$ cat src/rtl/midi_uart_rx.sv
// MIDI serial receiver: 8N1 framing at OVERS ticks per bit, with break rejection after a framing error.
// Build option MIDI_RX_MAJORITY_EN: decide each bit by a 2-of-3 vote of rxs around the sample point.
module midi_uart_rx #(
    parameter int OVERS = 16
) (
    input  logic       clk,
    input  logic       rst_n,
    input  logic       tick,
    input  logic       rxd,
    output logic [7:0] data,
    output logic       valid,
    output logic       frame_err,
    output logic       busy
);

    localparam int CW = $clog2(OVERS);

    localparam logic [CW-1:0] CNT_MAX = CW'(OVERS - 1);
`ifdef MIDI_RX_MAJORITY_EN
    // The vote straddles mid-bit, so the decision falls one tick after the single-sample point.
    localparam logic [CW-1:0] START_PT = CW'(OVERS / 2);
`else
    localparam logic [CW-1:0] START_PT = CW'(OVERS / 2 - 1);
`endif
    localparam logic [CW-1:0] BIT_PT = CW'(OVERS - 1);

    typedef enum logic [2:0] {
        IDLE,
        START,
        DATA,
        STOP,
        WAIT_IDLE
    } state_t;

    state_t        state, state_nxt;
    logic [CW-1:0] cnt, cnt_nxt;
    logic [7:0]    shift, shift_nxt;
    logic [2:0]    idx, idx_nxt;
    logic [7:0]    data_nxt;
    logic          valid_nxt, ferr_nxt;
    logic          sync1, rxs;
    logic [CW-1:0] pt;
    logic          bit_val;

    always_ff @(posedge clk or negedge rst_n) begin
        if (!rst_n) begin
            sync1 <= 1'b1;
            rxs   <= 1'b1;
        end else begin
            sync1 <= rxd;
            rxs   <= sync1;
        end
    end

    assign pt = (state == START) ? START_PT : BIT_PT;

`ifdef MIDI_RX_MAJORITY_EN
    logic vote0, vote1;

    always_ff @(posedge clk or negedge rst_n) begin
        if (!rst_n) begin
            vote0 <= 1'b1;
            vote1 <= 1'b1;
        end else if (tick) begin
            if (cnt == pt - CW'(2)) vote0 <= rxs;
            if (cnt == pt - CW'(1)) vote1 <= rxs;
        end
    end

    assign bit_val = (vote0 & vote1) | (vote0 & rxs) | (vote1 & rxs);
`else
    assign bit_val = rxs;
`endif

    always_comb begin
        state_nxt = state;
        cnt_nxt   = cnt;
        shift_nxt = shift;
        idx_nxt   = idx;
        data_nxt  = data;
        valid_nxt = 1'b0;
        ferr_nxt  = 1'b0;
        if (tick) begin
            cnt_nxt = (cnt == CNT_MAX) ? '0 : cnt + CW'(1);
            case (state)
                IDLE: begin
                    cnt_nxt = '0;
                    if (!rxs) state_nxt = START;
                end
                START: begin
                    if (cnt == pt) begin
                        state_nxt = bit_val ? IDLE : DATA;
                        idx_nxt   = 3'd0;
                    end
                end
                DATA: begin
                    if (cnt == pt) begin
                        shift_nxt = {bit_val, shift[7:1]};
                        if (idx == 3'd7) state_nxt = STOP;
                        else             idx_nxt   = idx + 3'd1;
                    end
                end
                STOP: begin
                    if (cnt == pt) begin
                        if (bit_val) begin
                            data_nxt  = shift;
                            valid_nxt = 1'b1;
                            state_nxt = IDLE;
                        end else begin
                            ferr_nxt  = 1'b1;
                            state_nxt = WAIT_IDLE;
                        end
                    end
                end
                WAIT_IDLE: begin
                    // A held-low line (break) must not restart reception until it returns high.
                    if (rxs) state_nxt = IDLE;
                end
                default: state_nxt = IDLE;
            endcase
            if (state_nxt != state) cnt_nxt = '0;
        end
    end

    always_ff @(posedge clk or negedge rst_n) begin
        if (!rst_n) begin
            state     <= IDLE;
            cnt       <= '0;
            shift     <= 8'h00;
            idx       <= 3'd0;
            data      <= 8'h00;
            valid     <= 1'b0;
            frame_err <= 1'b0;
        end else begin
            state     <= state_nxt;
            cnt       <= cnt_nxt;
            shift     <= shift_nxt;
            idx       <= idx_nxt;
            data      <= data_nxt;
            valid     <= valid_nxt;
            frame_err <= ferr_nxt;
        end
    end

    assign busy = (state != IDLE);

endmodule

$ cat config.mk
export PLATFORM = sky130hd
export DESIGN_NAME = midi_uart_rx
export DESIGN_NICKNAME = d
export VERILOG_FILES = /design/src/rtl/midi_uart_rx.sv
export SDC_FILE = /design/constraint.sdc
export NUM_CORES = 1
export LEC_CHECK = 0
export ABC_CLOCK_PERIOD_IN_PS = 5900
export CORE_MARGIN = 4
export CORE_UTILIZATION = 58
export DETAILED_ROUTE_END_ITERATION = 12
export PLACE_DENSITY = 0.82
export SLEW_MARGIN = 10
export SYNTH_ARGS = -nofsm -noshare
export SYNTH_HDL_FRONTEND = slang
export SYNTH_SLANG_ARGS = --single-unit
$ cat constraint.sdc
create_clock -name clk -period 5.9 [get_ports clk]
set_clock_uncertainty 0.05 [all_clocks]
set_input_delay 1.18 -clock clk [delete_from_list [all_inputs] [get_ports clk]]
set_output_delay 1.18 -clock clk [all_outputs]
set_load 0.01 [all_outputs]
# Word level (Yosys, flattened, before mapping)
# Cells that the tools add are included.
# totals
reg_bits	30
inputBits	4
out_inout_bits	11
elab_cells	54
# op_classes
n_addsub	2
n_eq_ne	11
muxes	26
n_reduce_logical	6
# op_table
cell	count
two-way mux 3 bit	11
two-way mux 4 bit	4
case mux 3 bit (5 select lines)	1
two-way mux 1 bit	8
== test 3 x 2 -> 1 bit, second input constant	2
== test 3 bit, second input constant	2
case mux 3 bit (2 select lines)	1
AND reduction 5 bit	1
adder 4 x 1 -> 4 bit, second input constant	1
== test 4 bit	1
== test 4 bit, second input constant	1
inequality test 2 bit, second input constant	2
AND reduction 4 bit	1
adder 3 x 1 -> 3 bit, second input constant	1
== test 3 x 1 -> 1 bit, second input constant	1
zero test 3 bit	1
inequality test 3 bit	1
AND reduction 3 bit	1
nonzero test 3 bit	1
two-way mux 2 bit	1
inequality test 2 x 1 -> 1 bit, second input constant	1
nonzero test 2 bit	1

# Logic depth before layout (Yosys ltp)
# Gate-level depths: netlist of run 1.
# depth
depth_word	8
depth_mapped	7
depth_no_buf	6

# Worst setup path after synthesis of run 1
# No wires, ideal clock.
# synth_path
path_kind	input-to-reg
startpoint	input port tick
endpoint	register shift[1]
setup_ns	0.125
arrival_ns	2.144
t_required_ns	5.725
path_slack_ns	3.581
stages	5
n_path_buf	0
path_cell_list	inv_1 > nor2_1 > nand2_2 > nor2_2 > mux2_2
# synth_between
elab_chain_len	1
# synth_rtl
item	line	text
from (decl)	8	input logic tick,
AND reduction 3 bit (no line)	n/a	
to (signal assigned)	137	shift <= shift_nxt;
to (decl)	37	logic [7:0] shift, shift_nxt;
# Every way passes these cells.
# A chain may end at the register's enable or synchronous reset.

# Worst setup path after layout of run 1
# layout_path
startpoint	register state[1]
endpoint	output port busy
# layout_between
elab_chain_len	1
# layout_rtl
item	line	text
from (decl)	35	state_t state, state_nxt;
from (signal assigned)	135	state <= state_nxt;
nonzero test 3 bit	145	assign busy = (state != IDLE);
to (decl)	13	output logic busy
# Every way passes these cells.

==> results of run 1 <==
## worst max-delay path, cell delays in order (launching register included)
cell and delay [ns]:
dfrtp_1 0.56, or3_1 0.41, clkdlybuf4s50_1 0.48
## per-layer routing
metal / part of all wire / global-route usage / vias up
li1: - / - / 442
met1: 0.44 / 0.241 / 456
met2: 0.47 / 0.246 / 30
met3: 0.064 / 0.0769 / 6
met4: 0.023 / 0.0828 / 0
met5: 0 / 0 / -
## power breakdown
part / switching, mW / internal [mW] / leakage (nW)
clock: 0.0645 / 0.0474 / 0.0265
combinational: 0.0557 / 0.0497 / 0.300
sequential: 0.0410 / 0.224 / 0.399
total: 0.161 / 0.322 / 0.726
## cell families (layout without fill, tap and decap cells)
group,Yosys count,after routing,synth area share
xor+xnor,1,1,0.00630
flops,30,30,0.541
simple gates,28,28,0.115
compound gates,23,23,0.138
buf+inv,9,27,0.0342
fa+ha+maj,3,3,0.0270
mux,17,17,0.138
## cell type report
| type | count | area, µm² |
|---|---|---|
| Multi-Input combinational cell | 72 | 591 |
| Fill cell | 170 | 664 |
| Inverter | 4 | 15.0 |
| Timing Repair Buffer | 15 | 148 |
| Clock buffer | 8 | 48.8 |
| Sequential cell | 30 | 753 |
| Tap cell | 28 | 35.0 |
## flip-flops by register name (all words and copies together) (netlist names)
name and cells:
bit_val 1, idx 3, state 3, data 8, frame_err 1, cnt 4
sync1 1, shift 8, valid 1
## final timing paths
kind | from | endpoint
worst max register to register | cnt[0] | shift[4]
worst max-delay path | state[1] | busy
max in group asynchronous | rst_n | bit_val
min in group asynchronous | rst_n | frame_err
worst min register to register | sync1 | bit_val
worst min-delay path | sync1 | bit_val
## cells in the final DEF (no fill, tap or decap), types with 3 or more instances in the layout
cell and instances:
dfrtp_1 28, mux2_2 16, clkdlybuf4s50_1 14, nand2_1 7
clkbuf_4 5, inv_1 4, a21oi_1 4, o21ai_0 4
nor2_1 3, nor3_1 3, o2bb2ai_1 3, ha_1 3
clkbuf_1 3
## through the flow
stage | cell area, µm² | hold WS (ns) | worst slack [ns]
2_1_floorplan | 1390 | 0.295 | 3.58
3_3_place_gp | 1540 | 0.296 | 2.86
3_5_place_dp | 1540 | 0.304 | 2.81
4_1_cts | 1590 | 0.316 | 2.89
5_1_grt | 1590 | 0.324 | 2.82
6_report | 1590 | 0.316 | 2.90
==> reports/qor.yml, run 1 <==
drv_cap: 0
critPathRequiredTime_ns: 4.67
yosysTopAreaCell: "dfrtp_1"
min_path_cells: 0
grt.total_usage: 0.178
portBuffers: 14
fin_util: 0.705
hold_viol_final: 0
netlist_area_um2: 1390
die_h_um: 57.0
first_pass_iters: 4
setup_viol: 0
grt_setup_unrepaired: "false"
num_vias: 934
cts_hold_buf: 0
drtAntennaViolNets: 0
synth_common_cells: "dfrtp_1, mux2_2, nand2_1"
drive_gt1_frac: 0.256
cts.reportedPaths.clkPinSlew_ns: 0.08
synth_area_per_cell_um2: 12.5
synth_most_common_cell: "dfrtp_1"
power_mw: 0.483
instances_no_fill: 157
r2r_cells: 5
worst_pin_slew_ns: 0.492
placed_cells: 149
power.leakage_nw: 0.726
cts_made_buffers: 5
synth_warnings: 0
antenna_cells: 0
syn_inst: 111
synthTopCellsByArea: "dfrtp_1, mux2_2, dfstp_2"
cts_num_sinks: 30
startpoint_type: "register"
clk_latency_ns: 0.33
die_w_um: 57.0
regToRegSetupSlack_ns: 3.64
status: "completed"
synth_top_area_share: 0.504
clockBufferDepth: 2
antenna_found_initial: 0
seq_area_frac_synth: 0.541
syn2layout_area_growth_pct: 14.3
gr-total-overflow: 0
ios: 15
rows: 17
fin_crit_sh: 0.509
arrival_ns: 1.77
routedWlPerCell_um: 15.9
drc: 0
die_area_um2: 3250
synth_edf_count: 0
cts_setup_buffers: 0
drtIter0Drc: 38
dpl.hpwl_mm: 1.77
ys.flop_type: "dfrtp_1"
htree_levels: 2
p_per_area_nw_per_um2: 303
syn_nets: 118
worstHoldPathType: "reg -> reg"
critPathKind: "reg -> out"
slew_violations: 0
async_flop_share: 1.00
cts_tree: "done"
cts-root-buf: "clkbuf_4"
ys_ff_latch: 30
grt_max_degree: 31
yosysUniqueCellTypes: 40
relSlewSlack: 0.672
via_per_inst: 5.95
vdd_ir_drop_max_mv: 0.364
cp-end-kind: "output pin"
fmax_mhz: 333
start_util: 0.617
grt_pass1_wl_mm: 4.36
cp_max_fo: 16
routed_wl_mm: 2.49
post_cts_resized: 0
place_congestion: 0.857
layout.nets: 135
fp.coreArea_um2: 2250
fin_tns_setup_ns: 0
grt_pass1_vias: 918
period_needed_ns: 3.00
Note: power is estimated with default switching activity, not from simulation.
==> run 2: changes to the inputs <==
--- a/config.mk
+++ b/config.mk
@@ -5,11 +5,11 @@
 export SDC_FILE = /design/constraint.sdc
 export NUM_CORES = 1
 export LEC_CHECK = 0
-export ABC_CLOCK_PERIOD_IN_PS = 5900
+export ABC_CLOCK_PERIOD_IN_PS = 2600
 export CORE_MARGIN = 4
-export CORE_UTILIZATION = 58
+export CORE_UTILIZATION = 49
 export DETAILED_ROUTE_END_ITERATION = 12
-export PLACE_DENSITY = 0.82
+export PLACE_DENSITY = 0.73
 export SLEW_MARGIN = 10
 export SYNTH_ARGS = -nofsm -noshare
 export SYNTH_HDL_FRONTEND = slang
==> constraint.sdc (replaced) <==
create_clock -name clk -period 2.6 [get_ports clk]
set_clock_uncertainty 0.05 [all_clocks]
set_input_delay 0.52 -clock clk [delete_from_list [all_inputs] [get_ports clk]]
set_output_delay 0.52 -clock clk [all_outputs]
set_load 0.01 [all_outputs]
==> run 2 against run 1 <==
Compared with the run above:
- sequential share of layout area fell by 0.55 points
- count of clock-buffer cells in the layout fell by 2
- flip-flop and latch count did not move
- cell count rose by 1.9%
- combinational power rose by 120%
- total power rose by 130%
- sequential power rose by 130%
- non-clock buffer count did not move
- largest power group unchanged
==> reports/qor.yml, run 2 (synthesized netlist as in run 1, its figures left out) <==
reg_top3: "data x8, shift x8, cnt x4"
die_area_um2: 3760  # +16%
antenna_cells: 0  # unchanged
critPathRequiredTime_ns: 2.03  # -2.64 ns
start_util: 0.509  # -0.108
vdd_ir_drop_max_mv: 0.549  # +51%
arrival_ns: 1.80  # +0.03 ns
dpl.hpwl_mm: 1.69  # -4.3%
ios: 15  # unchanged
p_per_area_nw_per_um2: 704  # +130%
place_congestion: 0.855  # -0.19%
mostFrequentLayoutCells: "dfrtp_1, mux2_2, clkdlybuf4s50_1"
drv_cap: 0  # unchanged
fin_tns_setup_ns: 0  # unchanged
critPathMaxStageDelay_ns: 0.56  # about the same
drc: 0  # unchanged
cp_max_fo: 16  # unchanged
grt.total_usage: 0.158  # -0.0196
worst_pin_slew_ns: 0.476  # -0.0156 ns
status: "completed"
clockBufferDepth: 2  # unchanged
die_w_um: 61.3  # +7.6%
grt_max_degree: 31  # unchanged
fin_crit_sh: 0.912
critPathLaunch: "state[1]"
portBuffers: 14  # unchanged
cp-end-kind: "output pin"
clkPwrFrac: 0.265  # +0.033
min_from: "sync1"
cts_setup_buffers: 0  # unchanged
final.fill_count: 221  # +30%
routedWlPerCell_um: 15.6  # -2.0%
period_needed_ns: 2.37
relSlewSlack: 0.683  # +0.0104
cts_made_buffers: 5  # unchanged
fmax_mhz: 422
cts.reportedPaths.clkPinSlew_ns: 0.10  # +0.02 ns
hold_viol_final: 0  # unchanged
layout_commonest_cell: "dfrtp_1"
setup_viol: 0  # unchanged
critPathSlowestCell: "dfrtp_1"
die_h_um: 61.3  # +7.6%
p_seq_frac: 0.532  # -0.018
drive_gt1_frac: 0.279  # +0.0233
p_int_mw: 0.753  # +130%
first_pass_iters: 4  # unchanged
rows: 19  # +2
via_per_inst: 5.85  # -1.7%
syn2layout_area_growth_pct: 15.6
grt_pass1_vias: 894  # -2.6%
slew_violations: 0  # unchanged
power.leakage_nw: 0.733  # +1.1%
post_cts_resized: 0  # unchanged
p_sw_mw: 0.380  # +140%
startpoint_type: "register"
r2r_start: "cnt[0]"
cts_tree: "done"
cts_num_sinks: 30  # unchanged
comb_power_share: 0.204  # -0.014
layout.nets: 135  # unchanged
instances_no_fill: 160  # +1.9%
worstHoldPathType: "reg -> reg"
grt_setup_unrepaired: "false"
fp.coreArea_um2: 2730  # +21%
clk_latency_ns: 0.34  # about the same
crit_path_cell_trace: "or3_1 -> clkdlybuf4s50_1"
cts-root-buf: "clkbuf_4"
switching_share: 0.336  # +0.00189
drtAntennaViolNets: 0  # unchanged
routed_wl_mm: 2.49  # about the same
gr-total-overflow: 0  # unchanged
num_vias: 936  # +0.21%
cts_hold_buf: 0  # unchanged
grt_pass1_wl_mm: 4.14  # -5.0%
critPathKind: "reg -> out"
drtIter0Drc: 54  # +42%
placed_cells: 152  # +2.0%
antenna_found_initial: 0  # unchanged
htree_levels: 2  # unchanged
fin_util: 0.589  # -0.117
==> run 2: cell count changes in the layout (fill, tap and decap cells not counted) <==
cell        previous run  this run
clkbuf_1               3         0
clkbuf_8               0         1
clkinv_2               0         1
clkinvlp_4             0         1
==> run 2: layout make-up <==
cell class              count  area (µm²)  share of cell area
clock buffers               6        51.3              0.0319
well taps                  31        38.8              0.0241
multi-input cells          72         591               0.367
repair buffers             15         148              0.0918
flip-flops and latches     30         753               0.468
clock inverters             2        12.5             0.00778
inverters                   4        15.0             0.00933
==> run 2: path summary, 6_finish.rpt <==
check | to | slack, ns | cells past startpoint
setup / recovery | busy | 0.23 | 2
hold / removal | bit_val | 0.31 | 0
setup reg to reg | shift[5] | 0.31 | 5
hold reg to reg | bit_val | 0.31 | 0
max in group asynchronous | bit_val | 1.68 | 2
min in group asynchronous | state[0] | 0.50 | 2
==> run 2: power by group through the flow <==
| stage | Sequential (mW) | Clock (mW) | Combinational [mW] |
|---|---|---|---|
| floorplan | 0.559 | 0 | 0.236 |
| global placement | 0.607 | 0 | 0.223 |
| detailed placement | 0.610 | 0 | 0.231 |
| CTS | 0.600 | 0.310 | 0.232 |
| global route | 0.615 | 0.329 | 0.260 |
| finish | 0.603 | 0.300 | 0.231 |
==> run 2: per-stage QoR <==
step / total power [mW] / instance area [µm²] / hold WS, ns / worst slack, ns
floorplan: 0.795 / 1390 / 0.174 / 0.593
global placement: 0.830 / 1550 / 0.296 / 0.222
detailed placement: 0.841 / 1550 / 0.297 / 0.137
CTS: 1.14 / 1610 / 0.311 / 0.217
global route: 1.20 / 1610 / 0.314 / 0.153
finish: 1.13 / 1610 / 0.312 / 0.230
==> run 2: critical path, delay by kind of cell (launching register included) <==
family	cells	cell delay, ns
simple gates	1	0.42
buf+inv	1	0.49
flops	1	0.56
==> run 2: routing by layer <==
layer	GRT usage	routed length [µm]
met1	0.197	1110
met2	0.234	1210
met3	0.0776	139
met4	0.0681	31
met5	0	0
==> patch 1: new RTL, config.mk and constraints of run 1 <==
Change the parameter `OVERS` from 16 to 8.
--- a/src/rtl/midi_uart_rx.sv
+++ b/src/rtl/midi_uart_rx.sv
@@ -1,7 +1,7 @@
 // MIDI serial receiver: 8N1 framing at OVERS ticks per bit, with break rejection after a framing error.
 // Build option MIDI_RX_MAJORITY_EN: decide each bit by a 2-of-3 vote of rxs around the sample point.
 module midi_uart_rx #(
-    parameter int OVERS = 16
+    parameter int OVERS = 8
 ) (
     input  logic       clk,
     input  logic       rst_n,
Formal check against the unedited RTL: not equivalent (Yosys sat finds a counterexample within 10 cycles, from zero or initial values and one cycle with rst_n low).
==> patch 1 against run 1 <==
- register-to-register slack improved by 0.40 ns
- wire length is 10% lower
- critical path type unchanged
- synthesized area fell by 5.5%
- sequential cell count decreased by 1
- global-route usage decreased by 1.5 points
- first-iteration DRC count decreased by 37%
- final area shrank 1.9%
- power rose by 0.45%
- cell count is 7.6% lower
- worst setup slack gained 0.20 ns
- highest routed layer unchanged
- core utilization rose by 5.1 points
- combinational power decreased by 27%
==> patch 1: results (changes against run 1) <==
| Metric | Value |
|---|---|
| Overall routing resource usage | `16.3% (-1.5 points)` |
| Cell Count Post-Placement | `137 (-8.1%)` |
| IO Port Bufs | `14 (unchanged)` |
| RePlAce Congestion | `0.883 (+3.0%)` |
| Placed Area | `1480 um^2 (-4.3%)` |
| Post-Route WL | `2240 um (-10%)` |
| Fill count | `126 (-26%)` |
| Clock power frac | `34.4% (+11 points)` |
| Static Leakage | `0.000785 uW (+8.2%)` |
| Cell Int Power | `352 uW (+9.4%)` |
| Power density cells | `311 nW/um^2 (+2.4%)` |
| Vias in the first global route | `853 (-7.1%)` |
| WL/cell | `15.4 um (-2.7%)` |
| Final period utilization | `47.5% (-3.4 points)` |
| Hold Crit Class | `flip-flop to flip-flop` |
| Iter 0 DRT Violations | `24 (-37%)` |
| Area contributors post-synth | `dfrtp_1 (51%), mux2_4 (9.1%), mux2_1 (6.9%)` |
| Final HPWL DP | `1560 um (-12%)` |
| Share of layout cells above drive strength 1 | `20.3% (-5.2 points)` |
| Reg power frac | `49.7% (-5.3 points)` |
| Multi-In Gates | `61 (-15%)` |
| Vias | `857 (-8.2%)` |
| Clock buf/inv share | `5.45% (+2.4 points)` |
| Synth Area per Inst | `13.3 um^2 (+6.0%)` |
| Pre-CTS setup slack | `2.97 ns (+0.161 ns)` |
| Multi-input combinational area share | `35.0% (-2.1 points)` |
| Cell variety after synth | `36 (-10%)` |
| CP max stage cell | `clkdlybuf4s50_1` |
| Max VDD drop | `0.000310 V (-15%)` |
| Sequential cell area share | `46.7% (-0.69 points)` |
| Crit-path leading delay family | `buffers and inverters` |
| Core area | `2060 um^2 (-8.5%)` |
| Post-synth net total | `107 (-9.3%)` |
| Top cells by count, synth | `dfrtp_1 (27), mux2_1 (8), mux2_4 (8)` |
| Post-synthesis sequential area ratio | `55.4% (+1.2 points)` |
| Layout net count | `125 (-7.4%)` |
| Nonclk inv count | `5 (+1)` |
| Non-clock buffers | `15 (unchanged)` |
| Worst-margin pin slew | `0.361 ns (-0.131 ns)` |
| CP arrival | `1.57 ns (-0.20 ns)` |
| Clock buffers | `7 (-1)` |
| Largest stage delay on the critical path | `0.53 ns (-0.03 ns)` |
| Crit Path Max Fanout | `9 (-7)` |
| Run status | `finished, final reports clean` |
| Top Registers | `data (8), shift (8)` |
| Signal buf overhead | `9.46% (+0.18 points)` |
[patch 1: cell families after synthesis]
family	after synthesis	synth area share (%)
DFF	29	55.4
buffers and inverters	9	3.04
AOI/OAI and AO/OA	20	11.5
and+or+nand+nor	20	9.42
adders and majority gates	4	3.81
muxes	17	16.8
[patch 1: worst paths after layout]
| path | from | endpoint | slack, ns | cells after the start |
|---|---|---|---|---|
| hold / removal | sync1 | bit_val | 0.31 | 0 |
| hold reg to reg | sync1 | bit_val | 0.31 | 0 |
| setup reg to reg | cnt[0] | idx[0] | 4.04 | 5 |
| setup / recovery | state[2] | busy | 3.10 | 3 |
| max in group asynchronous | rst_n | bit_val | 4.32 | 2 |
| min in group asynchronous | rst_n | data[0] | 1.17 | 2 |
[patch 1: layer usage]
metal  wire, um  GRT usage, %  vias to the layer above  share of wire (%)
li1           -             -                      402                  -
met1        966          20.7                      417                 43
met5          0             0                        -                  0
met2       1060          25.0                       32                 47
met4         49          8.33                        0                2.2
met3        161          5.10                        6                7.2
==> patch 2: new RTL, config.mk and constraints of run 1 <==
Made on the original files. Add an input register stage for `rxd`, without a reset; this delays it by one clock. The other inputs are not delayed to match.
--- a/src/rtl/midi_uart_rx.sv
+++ b/src/rtl/midi_uart_rx.sv
@@ -32,6 +32,12 @@
         WAIT_IDLE
     } state_t;
 
+    logic rxd_q;
+
+    always_ff @(posedge clk) begin
+        rxd_q <= rxd;
+    end
+
     state_t        state, state_nxt;
     logic [CW-1:0] cnt, cnt_nxt;
     logic [7:0]    shift, shift_nxt;
@@ -47,7 +53,7 @@
             sync1 <= 1'b1;
             rxs   <= 1'b1;
         end else begin
-            sync1 <= rxd;
+            sync1 <= rxd_q;
             rxs   <= sync1;
         end
     end
Formal check against the unedited RTL: not equivalent (Yosys sat finds a counterexample within 4 cycles, from zero or initial values and one cycle with rst_n low).
==> patch 2 against run 1 <==
- power grew 6.9%
- cell count grew 0.64%
- final area grew 2.8%
- wire length shrank 4.5%
- sequential cell count grew 1
- synthesized area grew 1.4%
- worst setup slack lost 0.0092 ns
==> patch 2: results (changes against run 1) <==
| Metric | Value |
|---|---|
| CP arrival | `roughly 1.8 ns` |
| RePlAce Congestion | `0.902 (+5.3%)` |
| Post-Synthesis Cells | `112 (+0.90%)` |
| Static Leakage | `0.000745 uW (+2.7%)` |
| First-pass GRT wire length | `4460 um (+2.4%)` |
| CTS Buf Count | `5 (unchanged)` |
| Iter 0 DRT Violations | `25 (-34%)` |
| Pin count of the biggest net entering global routing | `31 (unchanged)` |
| Hold Startpoint | `rxd_q` |
| Overall routing resource usage | `18.1% (+0.32 points)` |
| Worst-margin pin slew | `0.486 ns (-0.00539 ns)` |
| Power Clock | `142 uW (+27%)` |
| Via-to-Cell Ratio | `5.86 (-1.5%)` |
| Max Freq | `0.332 GHz (-0.30%)` |
| Post-synth net total | `119 (+0.85%)` |
| Post-synthesis sequential area ratio | `54.8% (+0.65 points)` |
| Worst hold margin | `0.253 ns (-0.0630 ns)` |
| R2r setup slk | `3.61 ns (-0.03 ns)` |
| Post-Route WL | `2380 um (-4.5%)` |
| Layout net count | `136 (+0.74%)` |
| Reg power frac | `52.7% (-2.3 points)` |
| Clock power frac | `27.5% (+4.3 points)` |
| Max VDD drop | `0.000367 V (+1.0%)` |
| FF-to-FF End | `shift[6]` |
| Final HPWL DP | `1700 um (-3.7%)` |
| NetSw | `165 uW (+2.3%)` |
| Placed Area | `1560 um^2 (+1.3%)` |
| FFs w/ async S/R, synth | `96.8% (-3.2 points)` |
| Area contributors post-synth | `dfrtp_1 (50%), mux2_2 (13%), dfstp_2 (3.7%)` |
| Hold endpoint | `sync1` |
| Run status | `finished, final reports clean` |
| Non-Filler Instances | `158 (+0.64%)` |
| Share of layout cells above drive strength 1 | `27.7% (+2.1 points)` |
| Fill count | `166 (-2.4%)` |
| Cell Count Post-Placement | `150 (+0.67%)` |
## patch 2: changes by cell type after synthesis
cell,change
dfxtp_1,+1
## patch 2: kinds of logic (layout without fill, tap and decap cells)
logic type                 count (synthesis)  in the layout  synth area share [%]
adders and majority gates                  3              3                  2.66
AOI/OAI and AO/OA                         23             23                  13.7
muxes                                     17             17                  13.6
xor gates and xnor gates                   1              1                 0.621
buffers and inverters                      9             27                  3.37
DFF                                       31             31                  54.8
and+or+nand+nor                           28             28                  11.3
## patch 2: routing by layer
metal  track usage, %  vias to the layer above  part of all wire [%]
li1                 -                      443                     -
met2             26.4                       33                    47
met1             23.3                      443                    44
met3             5.88                        7                   6.6
met4             11.3                        0                   2.7
met5                0                        -                     0
## patch 2: area by class of cell
cell class | instances | share of cell area [%]
Clock buffer | 7 | 3.98
Multi-Input combinational cell | 72 | 36.1
Inverter | 4 | 0.919
Timing Repair Buffer | 15 | 9.04
Sequential cell | 31 | 47.3
Tap cell | 28 | 2.14
Clock inverter | 1 | 0.459
